## config.mk

```make
export PLATFORM = sky130hd
export DESIGN_NAME = vertex_mem_slave
export DESIGN_NICKNAME = d
export VERILOG_FILES = /design/src/rtl/gpu_axi_pkg.sv /design/src/rtl/axil_addr_decode.sv /design/src/rtl/vertex_mem_slave.sv
export SDC_FILE = /design/constraint.sdc
export NUM_CORES = 2
export LEC_CHECK = 0
export ABC_AREA = 1
export CAP_MARGIN = 20
export CORE_ASPECT_RATIO = 1.2
export CORE_MARGIN = 2
export CORE_UTILIZATION = 35
export DETAILED_ROUTE_END_ITERATION = 7
export PLACE_DENSITY = 0.52
export SETUP_SLACK_MARGIN = 0.3
export SYNTH_ARGS = -nofsm -noshare
export SYNTH_HDL_FRONTEND = slang
export SYNTH_SLANG_ARGS = --single-unit
```

## constraint.sdc

```tcl
create_clock -name clk -period 4.45 [get_ports clk]
set_clock_uncertainty 0.05 [all_clocks]
set_input_delay 1.335 -clock clk [delete_from_list [all_inputs] [get_ports clk]]
set_output_delay 1.335 -clock clk [all_outputs]
set_load 0.05 [all_outputs]
```

## src/rtl/gpu_axi_pkg.sv

```systemverilog
// Shared AXI4-Lite response codes and channel FSM states for the vertex memory slave and fetch master.
// No logic, types and constants only.
package gpu_axi_pkg;
   localparam logic [1:0] RESP_OKAY   = 2'b00;
   localparam logic [1:0] RESP_EXOKAY = 2'b01;
   localparam logic [1:0] RESP_SLVERR = 2'b10;
   localparam logic [1:0] RESP_DECERR = 2'b11;

   typedef enum logic {R_IDLE, R_DATA} rd_state_t;
   typedef enum logic {W_IDLE, W_RESP} wr_state_t;
endpackage

```

## src/rtl/axil_addr_decode.sv

```systemverilog
// Byte address to word index plus in-range flag; purely combinational, zero latency, no backpressure.
module axil_addr_decode #(
   parameter int                     MADDR_WIDTH = 32,
   parameter int                     DEPTH       = 32,
   parameter logic [MADDR_WIDTH-1:0] BASE_ADDR   = '0,
   parameter int                     IDX_W       = (DEPTH > 1) ? $clog2(DEPTH) : 1
) (
   input  logic [MADDR_WIDTH-1:0] addr,
   output logic [IDX_W-1:0]       index,
   output logic                   in_range
);
   logic [MADDR_WIDTH-1:0] word;

   // Subtraction wraps for addr < BASE_ADDR, so the explicit compare guards that case.
   assign word     = (addr - BASE_ADDR) >> 2;
   assign in_range = (addr >= BASE_ADDR) && (word < MADDR_WIDTH'(DEPTH));
   assign index    = word[IDX_W-1:0];
endmodule

```

## src/rtl/vertex_mem_slave.sv

```systemverilog
// AXI4-Lite word memory for vertex/colour fetch; read data 1 cycle after AR, B 1 cycle after AW+W commit.
// Each channel holds its response until taken; AR/AW/W ready drop while a response is pending.
module vertex_mem_slave
   import gpu_axi_pkg::*;
#(
   parameter int                     MADDR_WIDTH = 32,
   parameter int                     DEPTH       = 32,
   parameter logic [MADDR_WIDTH-1:0] BASE_ADDR   = '0
) (
   input  logic                   clk,
   input  logic                   reset,
   input  logic                   wr_lock,
   input  logic [MADDR_WIDTH-1:0] awaddr_s,
   input  logic [2:0]             awprot_s,
   input  logic                   awvalid_s,
   output logic                   awready_s,
   input  logic [31:0]            wdata_s,
   input  logic [3:0]             wstrb_s,
   input  logic                   wvalid_s,
   output logic                   wready_s,
   output logic [1:0]             bresp_s,
   output logic                   bvalid_s,
   input  logic                   bready_s,
   input  logic [MADDR_WIDTH-1:0] araddr_s,
   input  logic [2:0]             arprot_s,
   input  logic                   arvalid_s,
   output logic                   arready_s,
   output logic [31:0]            rdata_s,
   output logic [1:0]             rresp_s,
   output logic                   rvalid_s,
   input  logic                   rready_s
);
   localparam int IDX_W = (DEPTH > 1) ? $clog2(DEPTH) : 1;

   logic [31:0]            mem [DEPTH];
   rd_state_t              r_state;
   wr_state_t              w_state;
   logic                   aw_got, w_got;
   logic [MADDR_WIDTH-1:0] aw_addr_q;
   logic [31:0]            w_data_q;
   logic [3:0]             w_strb_q;

   logic                   aw_fire, w_fire, commit;
   logic [MADDR_WIDTH-1:0] wr_addr;
   logic [31:0]            wr_data;
   logic [3:0]             wr_strb;
   logic [IDX_W-1:0]       rd_idx, wr_idx;
   logic                   rd_in_range, wr_in_range;
   logic                   unused_prot;

   assign unused_prot = ^{awprot_s, arprot_s};

   assign arready_s = (r_state == R_IDLE);
   assign awready_s = (w_state == W_IDLE) && !aw_got;
   assign wready_s  = (w_state == W_IDLE) && !w_got;

   assign aw_fire = awvalid_s && awready_s;
   assign w_fire  = wvalid_s && wready_s;
   // Second half of the pair may arrive this cycle, so merge latched and live values.
   assign commit  = (aw_got || aw_fire) && (w_got || w_fire);
   assign wr_addr = aw_got ? aw_addr_q : awaddr_s;
   assign wr_data = w_got ? w_data_q : wdata_s;
   assign wr_strb = w_got ? w_strb_q : wstrb_s;

   axil_addr_decode #(
      .MADDR_WIDTH(MADDR_WIDTH), .DEPTH(DEPTH), .BASE_ADDR(BASE_ADDR), .IDX_W(IDX_W)
   ) u_ar_decode (
      .addr(araddr_s), .index(rd_idx), .in_range(rd_in_range)
   );

   axil_addr_decode #(
      .MADDR_WIDTH(MADDR_WIDTH), .DEPTH(DEPTH), .BASE_ADDR(BASE_ADDR), .IDX_W(IDX_W)
   ) u_aw_decode (
      .addr(wr_addr), .index(wr_idx), .in_range(wr_in_range)
   );

   always_ff @(posedge clk) begin
      if (reset) begin
         r_state  <= R_IDLE;
         rvalid_s <= 1'b0;
         rdata_s  <= '0;
         rresp_s  <= RESP_OKAY;
      end else begin
         case (r_state)
            R_IDLE: if (arvalid_s) begin
               rdata_s  <= rd_in_range ? mem[rd_idx] : '0;
               rresp_s  <= rd_in_range ? RESP_OKAY : RESP_DECERR;
               rvalid_s <= 1'b1;
               r_state  <= R_DATA;
            end
            R_DATA: if (rready_s) begin
               rvalid_s <= 1'b0;
               r_state  <= R_IDLE;
            end
            default: r_state <= R_IDLE;
         endcase
      end
   end

   always_ff @(posedge clk) begin
      if (reset) begin
         w_state   <= W_IDLE;
         aw_got    <= 1'b0;
         w_got     <= 1'b0;
         aw_addr_q <= '0;
         w_data_q  <= '0;
         w_strb_q  <= '0;
         bvalid_s  <= 1'b0;
         bresp_s   <= RESP_OKAY;
         for (int i = 0; i < DEPTH; i++) mem[i] <= '0;
      end else begin
         case (w_state)
            W_IDLE: if (commit) begin
               if (wr_in_range && !wr_lock) begin
                  for (int b = 0; b < 4; b++)
                     if (wr_strb[b]) mem[wr_idx][8*b +: 8] <= wr_data[8*b +: 8];
               end
               bresp_s  <= !wr_in_range ? RESP_DECERR : (wr_lock ? RESP_SLVERR : RESP_OKAY);
               aw_got   <= 1'b0;
               w_got    <= 1'b0;
               bvalid_s <= 1'b1;
               w_state  <= W_RESP;
            end else begin
               if (aw_fire) begin
                  aw_got    <= 1'b1;
                  aw_addr_q <= awaddr_s;
               end
               if (w_fire) begin
                  w_got    <= 1'b1;
                  w_data_q <= wdata_s;
                  w_strb_q <= wstrb_s;
               end
            end
            W_RESP: if (bready_s) begin
               bvalid_s <= 1'b0;
               w_state  <= W_IDLE;
            end
            default: w_state <= W_IDLE;
         endcase
      end
   end
endmodule
```

# == Yosys cells after proc, flatten, opt, wreduce, memory -nomap -nowiden ==
# Memory sizes are Yosys's and may differ from the RTL's.
# Cells that the tools add are included.
# classes
n_lt_le_gt_ge,4
mux,52
reduce_logical,24
bitwise,3
eq_ne,4
# op_table
cell,n
two-way mux 32 bit,4
greater-or-equal comparator 32 x 1 -> 1 bit (second input constant),2
< comparator 30 x 6 -> 1 bit (second input constant),2
two-way mux 1 bit,38
OR reduction 32 bit,1
AND reduction 2 bit,6
logical AND 1 bit,8
two-way mux 4 bit,2
!= test 2 bit (second input constant),4
case mux 1 bit (2 select lines),4
two-way mux 2 bit,3
AND reduction 3 bit,2
two-way mux 5 bit,1
nonzero test 2 bit,2
logical NOT 1 bit,3
NOT 1 bit,3
logical OR 1 bit,2
# word_totals
regBits,110
mem_bits_rw,1024
elab_cells,100
n_memories,1
out_inout_bits,41
in_bits,114
# mem_list
memory,depth,width,read_ports,rd_ports_with_merged_regs,wr,line_no,source
mem,32,32,1,0,32,vertex_mem_slave.sv:35,logic [31:0] mem [DEPTH];

# == Longest topological paths before layout ==
# logic_depth
ltp_word,11
depth_mapped,12
mapped_depth_nobuf,9

# == Modules after synthesis ==
# Synthesis repeated with hierarchy kept, for this count alone.
# unflattened
hier_cells,5643
hier_area_um2,52560.4
# by_module_without_submodules
module,seq_area_each_um2,area_per_inst_um2,instances,cells_per_inst
vertex_mem_slave,32931.6,52287.6,1,5583
axil_addr_decode,0.0,136.4,2,30

# == Worst setup path after synthesis ==
# OpenSTA, ideal clock, no wires.
# synth_timing
kind,input to register
startpoint,input port wvalid_s
endpoint,"memory mem[24][10], enable pin"
required_time_ns,4.071
path_stages,8
arrival_time_ns,2.788
path_slack_ns,1.283
cell_sequence,nor3b_2 -> nor2_1 -> nor2_4 -> nand3_4 -> nor2_8 -> buf_12 -> nand4_4 -> nand2_1
# synth_lines
item,line_no,source
from (decl),vertex_mem_slave.sv:19,"input logic wvalid_s,"
to (decl),vertex_mem_slave.sv:35,

# == Worst setup path after layout ==
# layout_timing
startpoint,register w_got
endpoint,output port wready_s
# layout_via
elab_chain_len,2
# layout_lines
item,line_no,source
from (decl),vertex_mem_slave.sv:38,"logic aw_got, w_got;"
from (signal assigned),vertex_mem_slave.sv:104,w_got <= 1'b0;
from (signal assigned),vertex_mem_slave.sv:120,w_got <= 1'b0;
from (signal assigned),vertex_mem_slave.sv:129,w_got <= 1'b1;
logical NOT 1 bit,vertex_mem_slave.sv:55,assign wready_s = (w_state == W_IDLE) && !w_got;
logical AND 1 bit,vertex_mem_slave.sv:55,
to (decl),vertex_mem_slave.sv:20,"output logic wready_s,"
# Every way passes these cells.

==> key figures <==
Min path
  • Worst hold stages: 2
  • Worst Hold Endpoint: rdata_s[19]
  • Min-delay worst type: register to register
  • HP Start: rdata_s[19]

Worst setup path
  • R2R Path Start: aw_got
  • Req. time, crit path: 3.06 ns
  • WP data arrival: 2.46 ns
  • CP top delay family: flip-flops
  • R2r setup slk: 0.91 ns
  • Slowest CP cell: dfxtp_4
  • Critical path, cell by cell: nor2_1 -> clkdlybuf4s50_1
  • CP bufs+invs: 1
  • Crit path largest cell delay: 0.86 ns
  • CP Class: register to output pin
  • R2R depth: 8
  • Worst setup EP type: output pin
  • Reg-to-reg critical path endpoint: mem[25][21]
  • Critical path startpoint category: register
  • Crit path max fanout: 24

Finish
  • Fin cells: 7,464
  • Area grow syn2layout: 15.6%
  • Share of cells above drive strength 1: 11.7%
  • Post-layout util: 40.8%
  • Nets: 5,504
  • Antenna fix cells: 0

Synth
  • Syn_area_per_cell: 9.92 um^2
  • Post-synth top cells: nand2_1, nor2_1, edfxtp_1, nand3_1, clkbuf_1
  • Number of synthesized flops with an enable pin: 1,024
  • Area share of the largest cell type after synthesis: 57.8%
  • Most used DFF post-synth: edfxtp_1
  • Number of distinct library cells after synthesis: 36
  • Synth area leader: edfxtp_1
  • Area contributors post-synth: edfxtp_1, nand2_1, nand3_1
  • Synth async-reset ratio: 0%
  • Cell area after synthesis: 0.0532 mm^2
  • Post-synthesis sequential area ratio: 61.8%
  • Most frequent cell after synthesis: nand2_1
  • Synthesis Warnings: 0
  • Yosys reg bits: 1,131
  • Cells after Synth: 5,364
  • Syn Nets: 5,478

Floorplan
  • Effective utilization at floorplan: 35.3%
  • Die Wd: 360 um
  • Core region area: 0.151 mm^2
  • Row count: 156
  • Die footprint: 0.155 mm^2
  • Ports: 155
  • Die Height: 431 um

Drt
  • Initial DRC Count: 3,271
  • DR pass1 iterations: 6
  • Post-route antenna net violation count: 0
  • WL/cell: 21.1 um
  • Post-route DRC violation count: 0
  • Vias: 38,625
  • WL final: 158,000 um
  • Via density: 5.17

Power
  • Power Density: 408 mW/mm^2
  • Peak supply drop: 0.000311 V
  • Total Power: 25.1 mW
  • Lkg Pwr: 23.7 nW

STA
  • Relative slew margins: 40.1%
  • Minimum hold slack: 0.412 ns
  • Final Critical Period: 3.84 ns
  • Fin. Hold Viols: 0
  • F_max: 260 MHz
  • Unrepaired setup endpoints after global routing: false
  • TNS Setup: 0 ns
  • # setup viols final: 0
  • Final Cycle Share: 86.4%
  • Max-slew violation count: 0
  • Measured slew at the worst slew-check pin: 0.897 ns

CTS
  • Clk pin slew, worst setup/hold paths: 0.06 ns
  • Depth of the CTS H-tree: 3
  • TritonCTS buffer count: 116
  • CTS tree: yes
  • Hold buffers post-CTS: 0
  • Post-CTS Setup Inserts: 0
  • TritonCTS Sinks: 1,131
  • Clock root cell: clkbuf_16
  • CTS resizes: 0
  • CTS Buffer Depth: 3
  • Worst skew pair latency: 0.75 ns

GRT
  • Grt ovf: 0
  • First-pass GRT wire length: 236,000 um
  • Antenna violations before repair: 1
  • Tot GR Track Use: 20.1%
  • Vias in the first global route: 37,438
  • Largest net degree at the start of global routing: 138

Status
  • Outcome: finished clean

Placement
  • Detail Placement HPWL: 102,000 um
  • Routability congestion estimate: 0.823
  • DP Cell Count: 7,247
  • Buffers on Ports: 144

Run
  • Max cap viols: 0
-- per-layer routing --
metal | vias up | wire, um | part of all wire [%] | GRT usage (%)
met3 | 195 | 8790 | 5.6 | 2.28
met5 | - | 0 | 0 | 0
met4 | 0 | 4030 | 2.6 | 6.24
li1 | 18365 | - | - | -
met1 | 18917 | 67600 | 43 | 26.6
met2 | 1148 | 77300 | 49 | 34.4
-- how the worst max path moves through the flow --
stage / to / startpoint / cells after the start
after floorplan: mem[24][10] / wvalid_s / 8
after global placement: mem[25][11] / awaddr_s[4] / 7
after detailed placement: mem[25][22] / awaddr_s[4] / 7
after CTS: wready_s / w_got / 2
after global routing: wready_s / w_got / 2
final: wready_s / w_got / 2
-- cells in the final DEF, fill, tap and decap left out, types with 5 or more instances in the layout --
cell,synthesis,routed
nand4_1,5,5
mux2i_4,0,32
nor2_4,9,10
nand3_1,933,933
nand4_4,120,120
nor2_1,1135,1134
clkinv_1,2,20
edfxtp_1,1024,1024
dfxtp_1,107,106
clkbuf_1,329,25
a21oi_1,36,36
buf_4,7,120
o21ai_0,70,70
clkbuf_8,0,22
nand4_2,8,8
inv_1,13,10
inv_6,0,5
buf_12,7,50
clkdlybuf4s50_1,0,138
clkinv_2,0,15
nand2_1,1330,1329
bufinv_16,0,9
nor2_2,96,96
or2_1,5,5
clkbuf_16,0,117
-- through the flow --
stage	cell area [um^2]	setup slack, ns
floorplan	53200	1.28
finish	61500	0.606
detailed placement	57700	0.140
CTS	61500	0.510
global route	61500	0.509
global placement	57700	0.165
-- flip-flops by register name, summed over array words and instances (netlist names) --
signal	count
aw_got	1
w_data_q	32
aw_addr_q	30
rdata_s	32
w_state	1
r_state	1
w_strb_q	4
rvalid_s	1
bresp_s	2
mem	1024
w_got	1
bvalid_s	1
rresp_s	1
-- cell families (layout without fill, tap and decap cells) --
kind of cell / count (synthesis) / after routing / synth area share, %
simple gates: 3660 / 3660 / 33.0
compound gates: 112 / 112 / 1.09
buf+inv: 425 / 550 / 3.45
flops: 1131 / 1131 / 61.8
mux: 36 / 36 / 0.677
-- where the power goes --
part	total [mW]	switching [mW]	internal, mW
Combinational	3.06	2.27	0.791
Sequential	12.2	0.197	12.0
Clock	9.86	4.18	5.69
Total	25.1	6.64	18.4
-- cell type report --
class	instances	area, um^2
clock buffer	163	3310
clock inverter	54	520
fill	14533	89400
inverter	20	108
multi-input combinational	3808	18900
sequential	1131	32900
tap	1975	2470
timing repair buffer	313	3330
-- tightest hold or removal path, cell delays in order (launching register included) --
cell and delay [ns]:
dfxtp_1 0.31, nand2_1 0.06, a21oi_1 0.05
No activity file was read; power rests on OpenSTA's default activity.
